--- src/rtl/alu_driver.sv ---
// ALU exerciser: steps operands, alternates add/subtract requests and scores the ALU's results.
// Optional macro ALU_DRIVER_HALT_ON_ERR_EN ends a run on its first mismatching result.
module alu_driver #(
    parameter int unsigned A_STEP = 2,
    parameter int unsigned B_STEP = 1
) (
    input  logic        clk,
    input  logic        rst_n,
    input  logic        start,
    input  logic [15:0] num_iter,
    output logic [31:0] a_o,
    output logic [31:0] b_o,
    output logic        op_o,
    input  logic [31:0] z_i,
    output logic        busy,
    output logic        done,
    output logic [15:0] pass_count,
    output logic [15:0] err_count,
    output logic [15:0] first_err_idx
);

    localparam int unsigned DW = 32;
    localparam int unsigned CW = 16;
    localparam logic [CW-1:0] NO_ERR = 16'hFFFF;

`ifdef ALU_DRIVER_HALT_ON_ERR_EN
    localparam bit HALT_ON_ERR = 1'b1;
`else
    localparam bit HALT_ON_ERR = 1'b0;
`endif

    typedef enum logic [1:0] {
        S_IDLE = 2'd0,
        S_ADD  = 2'd1,
        S_SUB  = 2'd2,
        S_DONE = 2'd3
    } state_t;

    state_t        state_q, state_nxt;
    logic [DW-1:0] a_nxt, b_nxt;
    logic          op_nxt, busy_nxt, done_nxt;
    logic [CW-1:0] pass_nxt, err_nxt, fei_nxt;
    logic [CW-1:0] iter_q, iter_nxt;
    logic [CW-1:0] num_q, num_nxt;
    logic [DW-1:0] expect_c;
    logic          match_c;
    logic          more_c;

    function automatic logic [CW-1:0] sat_inc(input logic [CW-1:0] v);
        return (v == NO_ERR) ? v : v + CW'(1);
    endfunction

    // Reference result for the operation currently presented to the ALU
    always_comb begin
        expect_c = (state_q == S_SUB) ? (a_o - b_o) : (a_o + b_o);
        match_c  = (z_i == expect_c);
        more_c   = ((17'({1'b0, iter_q}) + 17'd1) < 17'({1'b0, num_q}));
    end

    always_comb begin
        state_nxt = state_q;
        a_nxt     = a_o;
        b_nxt     = b_o;
        op_nxt    = op_o;
        pass_nxt  = pass_count;
        err_nxt   = err_count;
        fei_nxt   = first_err_idx;
        iter_nxt  = iter_q;
        num_nxt   = num_q;

        // Score the result on the exit edge of either check state
        if (state_q == S_ADD || state_q == S_SUB) begin
            if (match_c) begin
                pass_nxt = sat_inc(pass_count);
            end else begin
                err_nxt = sat_inc(err_count);
                if (first_err_idx == NO_ERR) begin
                    fei_nxt = iter_q;
                end
            end
        end

        case (state_q)
            S_IDLE: begin
                if (start) begin
                    pass_nxt = '0;
                    err_nxt  = '0;
                    fei_nxt  = NO_ERR;
                    num_nxt  = num_iter;
                    iter_nxt = '0;
                    if (num_iter != '0) begin
                        state_nxt = S_ADD;
                        a_nxt     = a_o + DW'(A_STEP);
                        b_nxt     = b_o + DW'(B_STEP);
                        op_nxt    = 1'b0;
                    end else begin
                        state_nxt = S_DONE;
                    end
                end
            end
            S_ADD: begin
                if (HALT_ON_ERR && !match_c) begin
                    state_nxt = S_DONE;
                end else begin
                    state_nxt = S_SUB;
                    op_nxt    = 1'b1;
                end
            end
            S_SUB: begin
                if ((HALT_ON_ERR && !match_c) || !more_c) begin
                    state_nxt = S_DONE;
                end else begin
                    state_nxt = S_ADD;
                    a_nxt     = a_o + DW'(A_STEP);
                    b_nxt     = b_o + DW'(B_STEP);
                    op_nxt    = 1'b0;
                    iter_nxt  = iter_q + CW'(1);
                end
            end
            S_DONE: begin
                state_nxt = S_IDLE;
            end
            default: begin
                state_nxt = S_IDLE;
            end
        endcase

        busy_nxt = (state_nxt == S_ADD) || (state_nxt == S_SUB);
        done_nxt = (state_nxt == S_DONE);
    end

    always_ff @(posedge clk or negedge rst_n) begin
        if (!rst_n) begin
            state_q <= S_IDLE;
        end else begin
            state_q <= state_nxt;
        end
    end

    always_ff @(posedge clk or negedge rst_n) begin
        if (!rst_n) begin
            a_o           <= '0;
            b_o           <= '0;
            op_o          <= 1'b0;
            busy          <= 1'b0;
            done          <= 1'b0;
            pass_count    <= '0;
            err_count     <= '0;
            first_err_idx <= NO_ERR;
            iter_q        <= '0;
            num_q         <= '0;
        end else begin
            a_o           <= a_nxt;
            b_o           <= b_nxt;
            op_o          <= op_nxt;
            busy          <= busy_nxt;
            done          <= done_nxt;
            pass_count    <= pass_nxt;
            err_count     <= err_nxt;
            first_err_idx <= fei_nxt;
            iter_q        <= iter_nxt;
            num_q         <= num_nxt;
        end
    end

endmodule

--- config.mk ---
export PLATFORM = sky130hd
export DESIGN_NAME = alu_driver
export DESIGN_NICKNAME = d
export VERILOG_FILES = /design/src/rtl/alu_driver.sv
export SDC_FILE = /design/constraint.sdc
export NUM_CORES = 1
export LEC_CHECK = 0
export ABC_CLOCK_PERIOD_IN_PS = 4300
export CAP_MARGIN = 5
export CORE_MARGIN = 3
export CORE_UTILIZATION = 51
export CTS_BUF_LIST = sky130_fd_sc_hd__clkbuf_4
export CTS_CLUSTER_DIAMETER = 40
export CTS_CLUSTER_SIZE = 8
export DETAILED_ROUTE_END_ITERATION = 16
export GPL_TIMING_DRIVEN = 0
export PLACE_DENSITY = 0.84
export SETUP_SLACK_MARGIN = 0.2
export SYNTH_ARGS = -nofsm -noshare
export SYNTH_HDL_FRONTEND = slang
export SYNTH_SLANG_ARGS = --single-unit
--- constraint.sdc ---
create_clock -name clk -period 4.3 [get_ports clk]
set_clock_uncertainty 0.2 [all_clocks]
set_input_delay 1.29 -clock clk [delete_from_list [all_inputs] [get_ports clk]]
set_output_delay 1.29 -clock clk [all_outputs]
set_load 0.01 [all_outputs]
# After elaboration in Yosys (flattened, before gate mapping)
# Cells that the tools add are included.
[op_classes]
add_sub_neg = 8
mul = 0
div_mod_pow = 0
n_lt_le_gt_ge = 1
n_eq_ne = 13
shifts = 0
n_mux = 35
n_bitwise = 0
reduce_logical = 10
[ops]
columns = ["cell", "count"]
rows = [
  ["two-way mux 16 bit", 17],
  ["two-way mux 32 bit", 7],
  ["case mux 32 bit (2 select lines)", 2],
  ["adder 16 x 1 -> 16 bit (second input constant)", 3],
  ["== test 16 bit (second input constant)", 3],
  ["adder 32 x 1 -> 32 bit (second input constant)", 1],
  ["adder 32 x 2 -> 32 bit (second input constant)", 1],
  ["adder 32 bit", 1],
  ["== test 32 bit", 1],
  ["case mux 16 bit (2 select lines)", 1],
  ["subtractor 32 bit", 1],
  ["adder 16 x 1 -> 17 bit (second input constant)", 1],
  ["less-than comparator 17 x 16 -> 1 bit", 1],
  ["nonzero test 16 bit", 1],
  ["== test 2 bit (second input constant)", 4],
  ["case mux 2 bit (4 select lines)", 1],
  ["AND reduction 4 bit", 2],
  ["two-way mux 2 bit", 3],
  ["!= test 2 bit (second input constant)", 3],
  ["== test 2 x 1 -> 1 bit (second input constant)", 2],
  ["two-way mux 1 bit", 3],
  ["case mux 1 bit (3 select lines)", 1],
  ["AND reduction 3 bit", 1],
  ["nonzero test 3 bit", 1],
  ["4 further kinds", 5],
]
[word_totals]
register_bits = 149
latchBits = 0
ram_bits = 0
rom_bits = 0
input_bits = 51
output_inout_bits = 115
memories = 0

# Longest topological paths before layout
[logic_depth]
depth_word = 7
depth_mapped = 23
mapped_depth_nobuf = 19

# Least setup slack after synthesis
# OpenSTA, ideal clock, no wires.
[synth_path]
path_type = "register -> register"
startpoint = "register b_o[6]"
endpoint = "register err_count[10]"
t_arrival_ps = 4548
required_ps = 4022
slack_ps = -526
stages_incl_launch_ff = 20
period_less_slack_ps = 4826
cell_sequence = "dfrtp_1 > or3_1 > nor4_2 > and3_1 > clkbuf_1 > a31oi_1 > xnor2_1 > ha_1 > buf_2 > and4_1 > clkbuf_1 > a2111oi_2 > nor2_1 > and3_1 > o211ai_1 > nor4_4 > and4_1 > clkbuf_2 > or4_1 > a21oi_1"
[synth_between]
elab_chain_len = 7
[synth_lines]
columns = ["element", "line_no", "text"]
rows = [
  ["start, declared", "12", "output logic [31:0] b_o,"],
  ["start signal, assigned", "154", "b_o <= b_nxt;"],
  ["adder 32 bit or subtractor 32 bit (tied branches)", "55", "expect_c = (state_q == S_SUB) ? (a_o - b_o) : (a_o + b_o);"],
  ["two-way mux 32 bit (*)", "55", ""],
  ["== test 32 bit (*)", "56", "match_c = (z_i == expect_c);"],
  ["two-way mux 16 bit (*)", "73", "if (match_c) begin"],
  ["two-way mux 16 bit (*)", "72", "if (state_q == S_ADD || state_q == S_SUB) begin"],
  ["two-way mux 16 bit", "85", "if (start) begin"],
  ["two-way mux 16 bit (*)", "83", "case (state_q)"],
  ["via err_nxt[10]", "42", "logic [CW-1:0] pass_nxt, err_nxt, fei_nxt;"],
  ["end signal, assigned", "159", "err_count <= err_nxt;"],
  ["end, declared", "18", "output logic [15:0] err_count,"],
]
# The timed path passes the listed nets; every way through them passes the cells marked *.
# A chain may end at the register's enable or synchronous reset.

# Worst setup path in the final report
[layout_path]
startpoint = "register b_o[14]"
endpoint = "register pass_count[12]"
[layout_between]
elab_chain_len = 7
[layout_lines]
columns = ["element", "line_no", "text"]
rows = [
  ["adder 32 bit or subtractor 32 bit (tied branches)", "55", ""],
  ["two-way mux 32 bit (*)", "55", ""],
  ["== test 32 bit (*)", "56", ""],
  ["two-way mux 16 bit (*)", "73", ""],
  ["two-way mux 16 bit (*)", "72", ""],
  ["two-way mux 16 bit", "85", ""],
  ["two-way mux 16 bit (*)", "83", ""],
  ["via pass_nxt[12]", "42", ""],
  ["end signal, assigned", "158", "pass_count <= pass_nxt;"],
  ["end, declared", "17", "output logic [15:0] pass_count,"],
]
# Marked as above.

==> impl_results.rst <==
.. list-table::
   :header-rows: 1

   * - Metric
     - Value
   * - Result of the run
     - finished, violations left
   * - Failing checks
     - negative setup slack
   * - Worst-Margin Slew
     - 0.720 ns
   * - Clock-pin slew reported for the worst setup and hold paths after clock tree synthesis
     - 0.16 ns
   * - Final RePlAce weighted congestion
     - 0.967
   * - Placed inst area
     - 13,200 sq um
   * - Die Outline Area
     - 23,300 sq um
   * - TritonCTS clock tree
     - done
   * - Final cell count without fillers
     - 1,852
   * - Max Cap Viol
     - 0
   * - Largest fanout on the critical path
     - 7
   * - HPWL after DPL
     - 26.1 mm
   * - Hold_ws
     - 0.305 ns
   * - Cell repeated most along the worst path
     - a211oi_2
   * - Cells along the critical path
     - clkbuf_1, nor4_1, and3_1, clkbuf_8, and3_4, a21oi_1, xnor2_1, ha_1, a211oi_2, nor2_2, a21oi_2, nor3b_4, o41ai_2, a211oi_2, buf_4, nor4_4, nand4_1, or2_0, o311a_1
   * - Number of DRC violations after detailed-routing iteration 0
     - 966
   * - Final number of hold-violating endpoints
     - 0
   * - Minimum clock period after layout
     - 5.33 ns
   * - Instance count along the most critical hold path
     - 2
   * - Hold wc startpoint
     - num_q[0]
   * - Chip Height
     - 153 um
   * - Pin count of the biggest net entering global routing
     - 92
   * - Clock insertion delay at the later pin of the skew report
     - 0.61 ns
   * - Via count of the first global-routing pass
     - 11.1k
   * - Fraction of final layout cells sized beyond drive strength 1
     - 0.244
   * - Slew Viols, Final
     - 0
   * - Share of the synthesized area in the top cell type
     - 0.301
   * - Layout-stage area growth over the synthesis result
     - 41.1%
   * - Worst IR Drop VDD
     - 0.493 mV
   * - Crit-path leading delay family
     - simple AND/OR/NAND/NOR gates
   * - Critical R2R Capture
     - pass_count[12]
   * - TritonCTS buffer count
     - 17
   * - Final setup fails
     - 48
   * - Register-to-Register Path Depth
     - 19
   * - Final Total Pwr
     - 8.51 mW
   * - Net count after synthesis
     - 1,397
   * - First-pass GRT wire length
     - 57.5 mm
   * - DP Cell Count
     - 1,730
   * - Post-synthesis area per instance
     - 8.50 sq um
   * - EDFF count, synth
     - 0
   * - Largest buffer count on any clock path
     - 2
   * - Overall via count from detail_route
     - 11.8k
   * - Total overflow reported by the global router
     - 0
   * - Portion of the clock cycle consumed by the worst path in the final layout
     - 1.24
   * - Worst-case headroom to the max-slew limit
     - 0.519
   * - Endpoint of the worst hold path
     - num_q[0]
   * - Worst endpoint required time
     - 4.58 ns
   * - Row Count
     - 53
   * - Final standard cell utilization of the core
     - 0.734
   * - Number of register bits inferred by synthesis
     - 148
   * - Buffers & Inverters on Critical Path
     - 3
   * - Synthesized area
     - 11,000 sq um
   * - Critical path start-end classification
     - reg2reg
   * - Vias per cell
     - 6.37
   * - Worst setup slack after layout
     - -1.03 ns
   * - Number of design rule violations left after detail routing
     - 0
   * - Number of detailed-routing iterations run before antenna repair
     - 6
   * - Number of antenna violations at the first check in global routing
     - 2
   * - Effective utilization at floorplan
     - 0.520
   * - Capturing element type of the critical path
     - register
   * - Total Routed Length
     - 39.3 mm
   * - Areal power density over the cells
     - 550 nW/um^2
   * - Post-detailed-route wirelength per cell
     - 21.2 um
   * - Nets
     - 1,670
   * - Number of I/O pins
     - 166
   * - Post-route cell area
     - 15,500 sq um
   * - Standard cell with the maximum stage delay on the critical path
     - nor4_1
   * - CP startpoint kind
     - register
   * - Biggest area consumer among synthesized cells
     - dfrtp_1
   * - Number of I/O port buffers
     - 164
   * - Overall fraction of global-route tracks in use
     - 0.301
   * - Number of sinks driven by the clock tree
     - 148
   * - Leading post-synthesis cells by cell area
     - dfrtp_1 30%, xnor2_1 8.5%, ha_1 6.3%
   * - Reg2Reg Launch Point
     - b_o[14]
   * - Synth Warn #
     - 0
   * - Reg-to-reg slack, setup
     - -1.03 ns
   * - Level count of the clock H-tree
     - 4
   * - Distinct cell type count of the synthesized netlist
     - 87
   * - Class of the most critical hold timing path
     - reg2reg
   * - Largest stage delay on the critical path
     - 0.58 ns
   * - Setup repair after global routing missed its margin
     - true
   * - Maximum clock rate
     - 0.188 GHz
   * - Register area share after synthesis
     - 0.340
   * - Placeable core region
     - 21,100 sq um
   * - Instance count of the mapped netlist
     - 1,290
   * - CTS Root Buffer Type
     - clkbuf_4
   * - Antenna-violating nets left
     - 0
   * - Post-synth ARST share
     - 1.00
   * - Leakage Power
     - 6.51 nW
   * - Die extent in x
     - 153 um
   * - Critical path arrival
     - 5.61 ns
   * - Most frequently used flop master after synthesis
     - dfrtp_1
-- worst max path at each step --
stage,startpoint,end,slack (ns),cells after the start
finish,b_o[14],pass_count[12],-1.03,19
global route,b_o[14],pass_count[12],-1.09,19
CTS,b_o[7],pass_count[2],-0.65,18
detailed placement,state_q[0],pass_count[12],-1.58,18
global placement,rst_n,b_o[6],-4.84,1
floorplan,b_o[5],err_count[10],-0.31,19
-- per-layer routing --
| layer | track usage | part of all wire | vias to the layer above |
|---|---|---|---|
| li1 | - | - | 5228 |
| met3 | 0.0460 | 0.081 | 156 |
| met5 | 0 | 0.00033 | - |
| met2 | 0.504 | 0.48 | 702 |
| met1 | 0.383 | 0.39 | 5717 |
| met4 | 0.145 | 0.048 | 2 |
-- kinds of logic after synthesis --
group / count (synthesis) / share of synthesized area
AOI/OAI and AO/OA: 296 / 0.179
xor gates and xnor gates: 140 / 0.112
adders and majority gates: 56 / 0.0646
buffers and inverters: 109 / 0.0413
DFF: 148 / 0.340
muxes: 16 / 0.0152
other: 1 / 0.000342
and+or+nand+nor: 524 / 0.249
-- stage by stage --
step	setup TNS [ns]	setup slack, ns
2_1_floorplan	-9.90	-0.314
3_3_place_gp	-710.96	-4.84
3_5_place_dp	-107.74	-1.58
4_1_cts	-26.18	-0.652
5_1_grt	-48.62	-1.09
6_report	-43.12	-1.03
-- tightest hold or removal path: stages (launching register included) --
cell and delay [ns]:
dfrtp_1 0.38, nand2_1 0.05, nand2_1 0.06
-- final cells by class --
class                      instances  area [sq um]
clock inverter                    15           183
multi-input combinational       1033          8020
timing repair buffer             254          2440
antenna                            1          2.50
fill                            1421          5620
clock buffer                      17           128
tap                              275           344
sequential                       148          3740
inverter                          48           180
buffer                            61           437
-- cell usage in the layout, fill, tap and decap left out, drive strengths merged, types with 7 or more instances in the layout --
| cell type | instances |
|---|---|
| clkbuf | 49 |
| mux2i | 11 |
| dfrtp | 132 |
| clkdlybuf4s50 | 163 |
| clkinv | 7 |
| ha | 55 |
| a21oi | 90 |
| o211ai | 10 |
| and2 | 18 |
| o21ai | 64 |
| nor3 | 31 |
| nor2b | 9 |
| nand3 | 57 |
| nor4 | 23 |
| nand2b | 13 |
| or3 | 7 |
| inv | 55 |
| nand4 | 38 |
| nor2 | 115 |
| a21o | 16 |
| dfstp | 16 |
| and4 | 16 |
| o31ai | 7 |
| a22o | 10 |
| a31oi | 18 |
| xor2 | 34 |
| buf | 120 |
| o21a | 9 |
| xnor2 | 106 |
| and3 | 43 |
| or4 | 9 |
| or2 | 9 |
| a211oi | 13 |
| nand2 | 119 |
-- Yosys cell counts, types with 15 or more instances --
library cell / number
a21oi_1: 86
nor4_1: 19
xnor2_1: 106
nor3_1: 30
and4_1: 15
and2_1: 17
nor2_1: 115
clkbuf_1: 38
ha_1: 55
o21ai_0: 62
nand2_1: 119
nand3_1: 57
and3_1: 43
nand4_1: 37
dfrtp_1: 132
a21o_1: 16
inv_1: 48
dfstp_2: 16
xor2_1: 34
a31oi_1: 17
-- report_power, final --
group          internal [mW]  total (mW)  switching (mW)
clock                  0.278       0.960           0.683
combinational           2.29        5.62            3.33
sequential              1.70        1.93           0.237
-- registers in the layout, indices dropped and copies added, names as in the netlist --
register,count
first_err_idx,16
err_count,16
state_q,2
a_o,31
b_o,32
pass_count,16
num_q,16
iter_q,16
busy,1
done,1
op_o,1
-- what timing repair did --
action,in CTS,in global routing
hold buffers,0,0
setup endpoints to repair,126,117
gates resized for setup,138,144
buffers inserted,49,37
cloned,2,1
pin swaps,55,89
(Power assumes the default switching activity.)
